$ cat config.mk
export PLATFORM = sky130hd
export DESIGN_NAME = ram_rw_arbiter
export DESIGN_NICKNAME = d
export VERILOG_FILES = /design/src/rtl/ram_rw_arbiter.sv
export SDC_FILE = /design/constraint.sdc
export NUM_CORES = 1
export LEC_CHECK = 0
export CORE_AREA = 8 8 241 243
export CTS_CLUSTER_DIAMETER = 120
export CTS_CLUSTER_SIZE = 8
export DETAILED_ROUTE_END_ITERATION = 16
export DIE_AREA = 0 0 249 251
export PLACE_DENSITY = 0.63
export SLEW_MARGIN = 10
export SYNTH_ARGS = -nofsm -noshare
export SYNTH_HDL_FRONTEND = slang
export SYNTH_SLANG_ARGS = --single-unit
export TNS_END_PERCENT = 10
$ cat constraint.sdc
create_clock -name clk -period 3.3 [get_ports clk]
set_input_delay 0.495 -clock clk [delete_from_list [all_inputs] [get_ports clk]]
set_output_delay 0.495 -clock clk [all_outputs]
set_load 0.02 [all_outputs]
$ cat src/rtl/ram_rw_arbiter.sv
`default_nettype none
// ============================================================================
// Module : ram_rw_arbiter
// Round-robin front-end mapping NUM_CH ram_rw requesters onto one RAMHelper port.
// Revision: 1.0
// ============================================================================
module ram_rw_arbiter #(
   parameter int                NUM_CH    = 2,
   parameter int                DATA_W    = 64,
   parameter int                ADDR_W    = 64,
   parameter int                IDX_W     = 16,
   parameter logic [ADDR_W-1:0] BASE_ADDR = ADDR_W'(64'h8000_0000),
   parameter int                LATENCY   = 1
) (
   input  logic                       clk,
   input  logic                       rst_n,
   input  logic [NUM_CH-1:0]          ch_cen_i,
   input  logic [NUM_CH-1:0]          ch_wen_i,
   input  logic [NUM_CH*ADDR_W-1:0]   ch_addr_i,
   input  logic [NUM_CH*DATA_W-1:0]   ch_wdata_i,
   input  logic [NUM_CH*DATA_W/8-1:0] ch_wmask_i,
   input  logic [NUM_CH*3-1:0]        ch_size_i,
   output logic [NUM_CH-1:0]          ch_ready_o,
   output logic [NUM_CH-1:0]          ch_err_o,
   output logic [NUM_CH*DATA_W-1:0]   ch_rdata_o,
   output logic                       mem_en_o,
   output logic                       mem_wen_o,
   output logic [IDX_W-1:0]           mem_ridx_o,
   output logic [IDX_W-1:0]           mem_widx_o,
   output logic [DATA_W-1:0]          mem_wdata_o,
   output logic [DATA_W-1:0]          mem_wmask_o,
   input  logic [DATA_W-1:0]          mem_rdata_i,
   output logic                       busy_o
);

   localparam int BW   = DATA_W / 8;
   localparam int SH   = $clog2(BW);
   localparam int CH_W = (NUM_CH > 1) ? $clog2(NUM_CH) : 1;

   typedef enum logic [1:0] {
      S_IDLE  = 2'd0,
      S_ISSUE = 2'd1,
      S_WAIT  = 2'd2,
      S_RESP  = 2'd3
   } state_t;

   state_t                     state_q;
   logic [CH_W-1:0]            rr_q;
   logic [CH_W-1:0]            ch_q;
   logic                       wen_q;
   logic                       err_q;
   logic [2:0]                 cnt_q;
   logic [DATA_W-1:0]          resp_q;
   logic [NUM_CH*DATA_W-1:0]   rdata_q;
   logic [NUM_CH-1:0]          ready_q;
   logic [NUM_CH-1:0]          cherr_q;
   logic                       mem_en_q;
   logic                       mem_wen_q;
   logic [IDX_W-1:0]           idx_q;
   logic [DATA_W-1:0]          wdata_q;
   logic [DATA_W-1:0]          wmask_q;

   logic                       gnt_vld_d;
   logic [CH_W-1:0]            gnt_d;
   logic [ADDR_W-1:0]          sel_addr_d;
   logic [2:0]                 sel_size_d;
   logic                       sel_wen_d;
   logic [DATA_W-1:0]          sel_wdata_d;
   logic [BW-1:0]              sel_bmask_d;
   logic [ADDR_W-1:0]          off_d;
   logic [ADDR_W-1:0]          word_d;
   logic [ADDR_W-1:0]          align_d;
   logic                       err_d;
   logic [DATA_W-1:0]          wmask_d;
   logic [DATA_W-1:0]          rd_val_d;

   // First requesting channel at or above the round-robin pointer, wrapping.
   always_comb begin
      gnt_vld_d = 1'b0;
      gnt_d     = '0;
      for (int i = 0; i < NUM_CH; i++) begin
         if (!gnt_vld_d && ch_cen_i[(int'(rr_q) + i) % NUM_CH]) begin
            gnt_vld_d = 1'b1;
            gnt_d     = CH_W'((int'(rr_q) + i) % NUM_CH);
         end
      end
   end

   always_comb begin
      sel_addr_d  = ch_addr_i[int'(gnt_d)*ADDR_W +: ADDR_W];
      sel_size_d  = ch_size_i[int'(gnt_d)*3 +: 3];
      sel_wen_d   = ch_wen_i[gnt_d];
      sel_wdata_d = ch_wdata_i[int'(gnt_d)*DATA_W +: DATA_W];
      sel_bmask_d = ch_wmask_i[int'(gnt_d)*BW +: BW];
      off_d       = sel_addr_d - BASE_ADDR;
      word_d      = off_d >> SH;
      align_d     = sel_addr_d & ~({ADDR_W{1'b1}} << sel_size_d);
      err_d       = (sel_addr_d < BASE_ADDR) || ((word_d >> IDX_W) != '0) ||
                    (sel_size_d > 3'(SH)) || (align_d != '0);
      wmask_d     = '0;
      for (int b = 0; b < BW; b++) begin
         wmask_d[8*b +: 8] = {8{sel_bmask_d[b]}};
      end
   end

   // A rejected read returns zero rather than whatever the memory drives.
   assign rd_val_d = err_q ? '0 : mem_rdata_i;

   always_ff @(posedge clk or negedge rst_n) begin
      if (!rst_n) begin
         state_q   <= S_IDLE;
         rr_q      <= '0;
         ch_q      <= '0;
         wen_q     <= 1'b0;
         err_q     <= 1'b0;
         cnt_q     <= '0;
         resp_q    <= '0;
         rdata_q   <= '0;
         ready_q   <= '0;
         cherr_q   <= '0;
         mem_en_q  <= 1'b0;
         mem_wen_q <= 1'b0;
         idx_q     <= '0;
         wdata_q   <= '0;
         wmask_q   <= '0;
      end else begin
         case (state_q)
            S_IDLE: begin
               if (gnt_vld_d) begin
                  ch_q      <= gnt_d;
                  wen_q     <= sel_wen_d;
                  err_q     <= err_d;
                  mem_en_q  <= ~err_d;
                  mem_wen_q <= ~err_d & sel_wen_d;
                  idx_q     <= word_d[IDX_W-1:0];
                  wdata_q   <= sel_wdata_d;
                  wmask_q   <= wmask_d;
                  state_q   <= S_ISSUE;
               end
            end
            S_ISSUE: begin
               mem_en_q  <= 1'b0;
               mem_wen_q <= 1'b0;
               idx_q     <= '0;
               wdata_q   <= '0;
               wmask_q   <= '0;
               if (!wen_q) resp_q <= rd_val_d;
               if (LATENCY > 1) begin
                  cnt_q   <= 3'(LATENCY - 2);
                  state_q <= S_WAIT;
               end else begin
                  // No wait stage: the response slice is loaded straight from memory.
                  ready_q[ch_q] <= 1'b1;
                  cherr_q[ch_q] <= err_q;
                  if (!wen_q) rdata_q[int'(ch_q)*DATA_W +: DATA_W] <= rd_val_d;
                  state_q <= S_RESP;
               end
            end
            S_WAIT: begin
               if (cnt_q == 3'd0) begin
                  ready_q[ch_q] <= 1'b1;
                  cherr_q[ch_q] <= err_q;
                  if (!wen_q) rdata_q[int'(ch_q)*DATA_W +: DATA_W] <= resp_q;
                  state_q <= S_RESP;
               end else begin
                  cnt_q <= cnt_q - 3'd1;
               end
            end
            S_RESP: begin
               ready_q <= '0;
               cherr_q <= '0;
               if (int'(ch_q) == NUM_CH - 1) rr_q <= '0;
               else                          rr_q <= ch_q + 1'b1;
               state_q <= S_IDLE;
            end
            default: state_q <= S_IDLE;
         endcase
      end
   end

   assign ch_ready_o  = ready_q;
   assign ch_err_o    = cherr_q;
   assign ch_rdata_o  = rdata_q;
   assign mem_en_o    = mem_en_q;
   assign mem_wen_o   = mem_wen_q;
   assign mem_ridx_o  = idx_q;
   assign mem_widx_o  = idx_q;
   assign mem_wdata_o = wdata_q;
   assign mem_wmask_o = wmask_q;
   assign busy_o      = (state_q != S_IDLE);

endmodule
`default_nettype wire

# [Word level (Yosys, flattened, before mapping)]
# Index checks and enable logic that the tools add are counted.
[totals] word_cells=111 regBits=351 in_bits=348 out_inout_bits=295
[classes] multipliers=1 n_eq_ne=7 n_lt_le_gt_ge=7 reduce_logical=21 bitwise_logic=8 n_mux=39 n_addsub=5 shifts=8
[ops] operator="2-to-1 mux 128 bit" count=3
[ops] operator="bitwise mux 128 bit" count=2
[ops] operator="one-hot mux 128 bit (2 select lines)" count=1
[ops] operator="one-hot mux 64 bit (2 select lines)" count=2
[ops] operator="variable part select 128 x 8 -> 64 bit" count=2
[ops] operator="variable part select 64 x 33 -> 128 bit" count=2
[ops] operator="2-to-1 mux 64 bit" count=3
[ops] operator="nonzero test 64 bit" count=2
[ops] operator="variable shift 64 x 33 -> 128 bit (first input constant)" count=1
[ops] operator="AND 64 bit" count=1
[ops] operator="less-than comparator 64 x 32 -> 1 bit (second input constant)" count=1
[ops] operator="NOT 64 bit" count=1
[ops] operator="left shift 64 x 3 -> 64 bit (first input constant)" count=1
[ops] operator="subtractor 64 x 32 -> 64 bit (second input constant)" count=1
[ops] operator="negation 7 -> 33 bit" count=1
[ops] operator="one-hot mux 16 bit (2 select lines)" count=1
[ops] operator="2-to-1 mux 16 bit" count=1
[ops] operator="variable part select 16 x 5 -> 8 bit" count=1
[ops] operator="2-to-1 mux 1 bit" count=15
[ops] operator="one-hot mux 2 bit (3 select lines)" count=2
[ops] operator="AND reduction 2 bit" count=6
[ops] operator="2-to-1 mux 2 bit" count=4
[ops] operator="!= test 2 bit (second input constant)" count=4
[ops] operator="one-hot mux 2 bit (4 select lines)" count=1
[ops] operator="other kinds (25)" count=37

# [Logic depth before layout (Yosys ltp)]
# Gate-level depths: netlist of the first run.
[depth] depth_word=18 depth_mapped=10 ltp_nobuf=9

# [Worst setup path after synthesis of the first run]
# Ideal clock, no wire load.
[synth_path] path_type="input -> register" startpoint="in ch_addr_i[99]" endpoint="reg err_q" arrival_time_ps=2691 cell_stages=8 setup_ps=124 n_path_buf=0 setup_slack_ps=485 required_ps=3176 cell_sequence="or4_4 > or4_4 > o32ai_4 > nand4_4 > or2_1 > a221oi_2 > o2111ai_1 > o31a_1"
[synth_between] elab_chain_cells=6 word_cells_on_any_way=9 classes_between="add/sub: 1; order compare: 1; shift: 1; bitwise: 1; reduce/logical: 5"
[synth_lines] item="start, declared" line="19" text="input logic [NUM_CH*ADDR_W-1:0] ch_addr_i,"
[synth_lines] item="variable part select 128 x 8 -> 64 bit *" line="90" text="sel_addr_d = ch_addr_i[int'(gnt_d)*ADDR_W +: ADDR_W];"
[synth_lines] item="subtractor 64 x 32 -> 64 bit" line="95" text="off_d = sel_addr_d - BASE_ADDR;"
[synth_lines] item="nonzero test 64 bit" line="98" text="err_d = (sel_addr_d < BASE_ADDR) || ((word_d >> IDX_W) != '0) ||"
[synth_lines] item="logical OR 1 bit (2 in a row)" line="98"
[synth_lines] item="logical OR 1 bit *" line="99" text="(sel_size_d > 3'(SH)) || (align_d != '0);"
[synth_lines] item="end signal, assigned" line="132" text="err_q <= err_d;"
[synth_lines] item="end, declared" line="51" text="logic err_q;"
# Mark *: on every way between the ends. The rest lies on a longest branch, timed or not.
# A chain may end at the register's enable or synchronous reset.

# [Worst setup path in the final report of the first run]
# Ends and elaborated chain as after synthesis.

==> impl_metrics.csv, run 1 <==
group,metric,value,unit
outcome,outcome,"complete, but fails checks",
outcome,violations,"hold timing",
synth,synth_cell_types,47,
synth,ys_seq_elements,295,
timing,rsz0062_at_grt,"no",
power_and_ir_drop,seqPwrFrac,30.5,%
worst_hold_path,hp-class,"in2async",
die,core_area,54300,µm²
setup_path,r2r_slack,0.66,ns
clock_network,htree_levels,2,
die,die_h,251,µm
run,cap_violations,0,
synth,yosysTopAreaCell,"dfrtp_1",
setup_path,critPathMaxFanout,5,
setup_path,crit_end,"err_q",
place,gp_congestion,0.860,
drt,drtAntennaViolNets,0,
drt,routed_via_density,4.60,
synth,netlist.area_leader.share,53.8,%
die,rows,86,
grt,grt_max_degree,129,
grt,grt_pass1_wl,84.0,mm
grt,grt_pass1_vias,13700,
clock_network,ctsHoldBuffers,0,
power_and_ir_drop,p_clk_share,19.0,%
clock_network,cts_tree,"built",
clock_network,clk_pin_slew,0.05,ns
timing,setup_violations,0,
power_and_ir_drop,switching_power,8.64,mW
place,port_buffers,642,
cells_and_area,nFillCells,5253,
setup_path,crit_arrival,3.36,ns
grt,grt_usage,17.1,%
grt,grt_overflow_total,0,
timing,hold_viol,5,
synth,syn-num-nets,1841,
setup_path,startpoint,"ch_addr_i[99]",
drt,drt_first_pass_iters,5,
cells_and_area,final_nets,2397,
cells_and_area,multi_input_area,5460,µm²
synth,avgSynthCellArea,9.24,µm²
setup_path,max_stage_delay,0.55,ns
setup_path,path_class,"in2reg",
timing,min_period,2.95,ns
synth,synthCells,1485,
clock_network,insertion_delay,0.54,ns
power_and_ir_drop,finalPower,20.8,mW
cells_and_area,n_antenna_cell,0,
setup_path,end_kind,"flop",
setup_path,r2r-start,"rr_q",
timing,fin_tns_setup,0,ns
setup_path,cp.depth,10,
timing,clock_skew,0.0125,ns
timing,max_freq,0.339,GHz
timing,slew_headroom,46.2,%
setup_path,path_buf_inv,2,
timing,tightestPinTransition,0.807,ns
synth,yosysMostFrequentCell,"dfrtp_1",
power_and_ir_drop,p_leak,9.07,nW
timing,report.final.slew_viol_count,0,
setup_path,cp_cell_sequence,"clkdlybuf4s50_1 > or4_4 > or4_4 > o32ai_4 > buf_4 > nand4_4 > or2_1 > a221oi_2 > o2111ai_1 > o31a_1",
cells_and_area,drive_above_1_share,4.99,%
grt,antenna_found_initial,1,
drt,remaining_drc_errors,0,
clock_network,clk_path_buf_depth,3,
place,place_hpwl,43.3,mm
die,io_pins,643,
drt,routed_wl,55.7,mm
synth,ys_top_cells_by_count,"295 x dfrtp_1, 216 x nor2_1, 204 x a21oi_1",
clock_network,cts_buffers,43,
die,initial_core_util,25.3,%
power_and_ir_drop,p_int,12.2,mW
clock_network,cts_resized,0,
power_and_ir_drop,combPwrFrac,50.5,%
power_and_ir_drop,swShare,41.5,%
synth,yosysWarningCount,0,
die,die_width,249,µm
setup_path,crit_required,3.71,ns
setup_path,r2r_end,"err_q",
cells_and_area,fin_util,40.0,%
timing,whs,-0.0260,ns
setup_path,cpMostUsedCell,"or4_4",
die,dieArea,62500,µm²
synth,ys.flop_type,"dfrtp_1",
synth,synthTopCellsByArea,"dfrtp_1 54%, a21oi_1 7.4%, mux2i_1 6.9%",
synth,synth_edf_count,0,
setup_path,slowest_stage,"or4_4",
setup_path,start_kind,"input port",
cells_and_area,seqCellArea,7380,µm²
setup_path,r2r_cells,8,
synth,syn_area,13700,µm²
power_and_ir_drop,powerDensity,957,nW/µm²
synth,async_reset_ff_share,100,%
synth,ys_seq_area_share,53.8,%
clock_network,clockRootBuffer,"clkbuf_16",
timing,period_share,89.3,%
setup_path,crit_family,"simple AND/OR/NAND/NOR gates",
power_and_ir_drop,peakVddDrop,0.431,mV
drt,vias,12700,
clock_network,cts.sinks,295,
drt,drt_iter0_markers,521,
clock_network,post-cts-setup-buffers,0,
cells_and_area,syn2layout_area_growth,58.4,%
drt,wl_per_cell,20.2,µm
## state kept, by name (all words and copies together), names as in the netlist, 3 cells and up
register,flops
ch_rdata_o,128
mem_wdata_o,64
resp_q,64
mem_ridx_o,16
mem_wmask_o,8
cnt_q,3
## through the flow
step	worst slack (ns)	instance area [µm²]	instances
floorplan	0.485	13700	1485
global placement	-0.219	20600	2700
detailed placement	-0.204	20600	2700
CTS	0.374	21700	2749
global route	0.248	21700	2749
finish	0.352	21700	2749
## worst min path at each step
stage	start	endpoint	slack, ns	cells past startpoint
4_1_cts	rst_n	ch_rdata_o[14]	0.01	1
2_1_floorplan	rst_n	ch_err_o[0]	0.20	0
5_1_grt	rst_n	ch_rdata_o[78]	0.02	1
3_3_place_gp	cnt_q[2]	cnt_q[2]	0.46	2
3_5_place_dp	mem_wdata_o[37]	mem_wdata_o[37]	0.47	2
6_report	rst_n	ch_rdata_o[78]	-0.03	1
## power by group through the flow
stage               Clock, mW  Combinational [mW]  Sequential, mW
floorplan                   0                4.13            7.72
global placement            0                10.5            6.32
detailed placement          0                10.7            6.39
CTS                      4.10                10.7            6.37
global route             4.24                11.3            6.56
finish                   3.96                10.5            6.34
## kinds of logic (layout without fill, tap and decap cells)
group / Yosys count / in the layout / synth area share, %
flops: 295 / 295 / 53.8
compound gates: 386 / 386 / 14.7
simple gates: 517 / 517 / 16.6
buf+inv: 177 / 737 / 6.81
mux: 96 / 96 / 7.04
fa+ha+maj: 8 / 8 / 0.729
xor+xnor: 6 / 6 / 0.383
## layout by cell type (no fill, tap or decap), drive strengths merged, types with 2 or more instances in the layout
cell	netlist	layout
nand3	2	2
mux2i	95	95
xnor2	5	5
o2111ai	3	3
or3	7	7
nor2b	3	3
nand4	9	9
nor3	16	16
nand2	173	173
or4	3	3
clkbuf	87	45
a21oi	204	204
dfrtp	295	295
o21ai	165	165
buf	82	39
nor4	8	8
o31ai	2	2
nand2b	69	69
ha	8	8
clkdlybuf4s50	0	641
o32ai	2	2
or2	3	3
inv	8	9
nor2	216	216
nand4b	2	2
nor4b	2	2
o22ai	2	2
## per-layer routing
| layer | wire length [µm] | track usage, % |
|---|---|---|
| met5 | 0 | 0 |
| met2 | 29400 | 31.8 |
| met4 | 1430 | 4.93 |
| met3 | 3560 | 4.65 |
| met1 | 21200 | 18.9 |
## cell type report
class | count | area share, %
flip-flops and latches | 295 | 33.9
repair buffers | 680 | 31.4
multi-input cells | 1013 | 25.1
clock buffers | 45 | 5.08
well taps | 704 | 4.05
clock inverters | 4 | 0.288
inverters | 8 | 0.138
(Power assumes the default switching activity.)
==> run 2, diff against run 1 <==
REMOVE_ABC_BUFFERS = 1   (was unset)
==> run 2 against run 1 <==
Compared with the run above:
- the flow now finishes without violations
- maximum frequency is 1.2% higher
- total power is 0.61% higher
- worst hold slack better by 0.50 ns
- clock skew is 0.0086 ns higher
- sequential share of layout area hardly changed
- die area stayed put
- highest routed layer unchanged
==> impl_metrics.csv, run 2 (synthesis gave the netlist of run 1 again) <==
group,metric,value,unit
grt,use_met2,31.6,%
clock_network,clockRootBuffer,"clkbuf_16",
drt,vias,12700,
drt,remaining_drc_errors,0,
timing,period_share,88.3,%
clock_network,clk_pin_slew,0.05,ns
power_and_ir_drop,p_clk_share,18.0,%
cells_and_area,final_nets,2398,
place,gp_congestion,0.864,
timing,clock_skew,0.0211,ns
cells_and_area,design_area,21700,µm²
grt,grt_overflow_total,0,
setup_path,cpMostUsedCell,"or3_1",
grt,use_met3,6.02,%
drt,routed_via_density,4.61,
clock_network,post-cts-setup-buffers,0,
setup_path,crit_required,3.71,ns
power_and_ir_drop,seqPwrFrac,30.6,%
clock_network,insertion_delay,0.54,ns
cells_and_area,stdcell_count,2749,
clock_network,cts_resized,0,
grt,antenna_found_initial,1,
worst_hold_path,hold_depth,2,
power_and_ir_drop,swShare,42.4,%
setup_path,critPathMaxFanout,3,
die,dieArea,62500,µm²
die,rows,86,
clock_network,cts_tree,"built",
die,die_width,249,µm
clock_network,htree_levels,2,
cells_and_area,final_common_cell,"clkdlybuf4s50_1",
run,cap_violations,0,
drt,wl_per_cell,21.9,µm
clock_network,clk_path_buf_depth,3,
power_and_ir_drop,switching_power,8.87,mW
cells_and_area,syn2layout_area_growth,58.2,%
setup_path,r2r_cells,8,
setup_path,end_kind,"flop",
setup_path,crit_arrival,3.32,ns
timing,hold_viol,0,
clock_network,ctsHoldBuffers,1,
cells_and_area,final_cell_mix,"641 x clkdlybuf4s50_1, 294 x dfrtp_1, 216 x nor2_1, 204 x a21oi_1, 172 x nand2_1",
setup_path,r2r_slack,0.57,ns
power_and_ir_drop,p_int,12.1,mW
cells_and_area,largest_reg_flops,128,
setup_path,cp_cell_sequence,"clkdlybuf4s50_1 > or3_1 > or3_1 > o32ai_1 > nand4_1 > xor2_1 > nor4bb_1 > o2111ai_1 > o31a_1",
timing,report.final.slew_viol_count,0,
place,place_hpwl,47.6,mm
grt,grt_max_degree,131,
drt,routed_wl,60.1,mm
timing,setup_violations,0,
die,die_h,251,µm
die,initial_core_util,25.3,%
grt,grt_pass1_wl,88.6,mm
timing,slew_headroom,40.5,%
timing,rsz0062_at_grt,"no",
setup_path,r2r-start,"rr_q",
timing,tightestPinTransition,0.889,ns
place,placed_area,20600,µm²
power_and_ir_drop,combPwrFrac,51.4,%
grt,grt.busiest_layer,"met2",
setup_path,max_stage_delay,0.46,ns
die,io_pins,643,
setup_path,crit_family,"simple AND/OR/NAND/NOR gates",
clock_network,cts_buffers,42,
grt,met1_usage,22.3,%
power_and_ir_drop,finalPower,20.9,mW
worst_hold_path,min_from,"mem_wdata_o[48]",
place,dp_cells,2701,
setup_path,r2r_end,"err_q",
die,core_area,54300,µm²
cells_and_area,fin_util,40.0,%
setup_path,cp.depth,9,
grt,grt_pass1_vias,13400,
drt,drt_iter0_markers,642,
grt,grt_usage,18.6,%
drt,drtAntennaViolNets,0,
power_and_ir_drop,p_leak,9.06,nW
place,port_buffers,642,
setup_path,path_class,"in2reg",
timing,min_period,2.91,ns
drt,drt_first_pass_iters,5,
outcome,outcome,"completed",
power_and_ir_drop,peakVddDrop,0.671,mV
setup_path,slowest_stage,"clkdlybuf4s50_1",
worst_hold_path,hp-class,"reg2reg",
setup_path,start_kind,"input port",
worst_hold_path,min_to,"mem_wdata_o[48]",
power_and_ir_drop,powerDensity,964,nW/µm²
clock_network,cts.sinks,295,
setup_path,path_buf_inv,1,
timing,max_freq,0.343,GHz
cells_and_area,drive_above_1_share,4.84,%
-- run 2: cell types whose count changed in the layout (fill, tap and decap cells not counted) --
cell,before,now
clkbuf_16,44,43
buf_12,9,11
clkinvlp_4,1,0
clkinv_8,1,0
dlygate4sd3_1,0,1
buf_4,29,28
bufinv_16,1,0
diode_2,0,1
clkbuf_1,1,2
-- run 2: cell type report --
class	instances	area, µm²
diodes	1	2.50
clock buffers	45	1080
clock inverters	1	8.76
fillers	5324	32600
inverters	8	30.0
multi-input cells	1013	5460
flip-flops and latches	295	7380
well taps	704	881
repair buffers	682	6870
-- run 2: power groups by stage --
stage / combinational, mW / clock [mW] / sequential, mW
floorplan: 2.83 / 0 / 8.27
global placement: 10.8 / 0 / 6.37
detailed placement: 10.9 / 0 / 6.45
CTS: 11.0 / 3.90 / 6.42
global route: 11.5 / 4.04 / 6.61
finish: 10.8 / 3.77 / 6.40
-- run 2: worst max-delay path by stage --
| stage | startpoint | endpoint | slack, ns |
|---|---|---|---|
| global route | ch_addr_i[99] | mem_en_o | 0.25 |
| detailed placement | ch_addr_i[45] | err_q | -0.17 |
| finish | ch_addr_i[45] | err_q | 0.39 |
| CTS | ch_addr_i[45] | err_q | 0.41 |
| floorplan | state_q[0] | ch_rdata_o[100] | -7.16 |
| global placement | ch_addr_i[99] | err_q | -0.12 |
-- run 2: stage by stage --
stage / setup TNS, ns / hold slack (ns) / worst slack (ns)
5_1_grt: 0 / 0.492 / 0.255
6_report: 0 / 0.474 / 0.386
2_1_floorplan: -985.54 / 0.199 / -7.16
3_3_place_gp: -0.205 / 0.463 / -0.123
3_5_place_dp: -0.363 / 0.469 / -0.170
4_1_cts: 0 / 0.480 / 0.411
-- run 2: routing by layer --
metal,vias to the layer above,share of wire [%]
met4,0,2.9
met1,6048,41
met3,72,7.8
met5,-,0
met2,486,48
li1,6054,-
-- run 2: tightest hold or removal path, stage by stage (launching register included) --
cell	delay, ns
dfrtp_1	0.33
nand2_1	0.04
o21ai_0	0.06
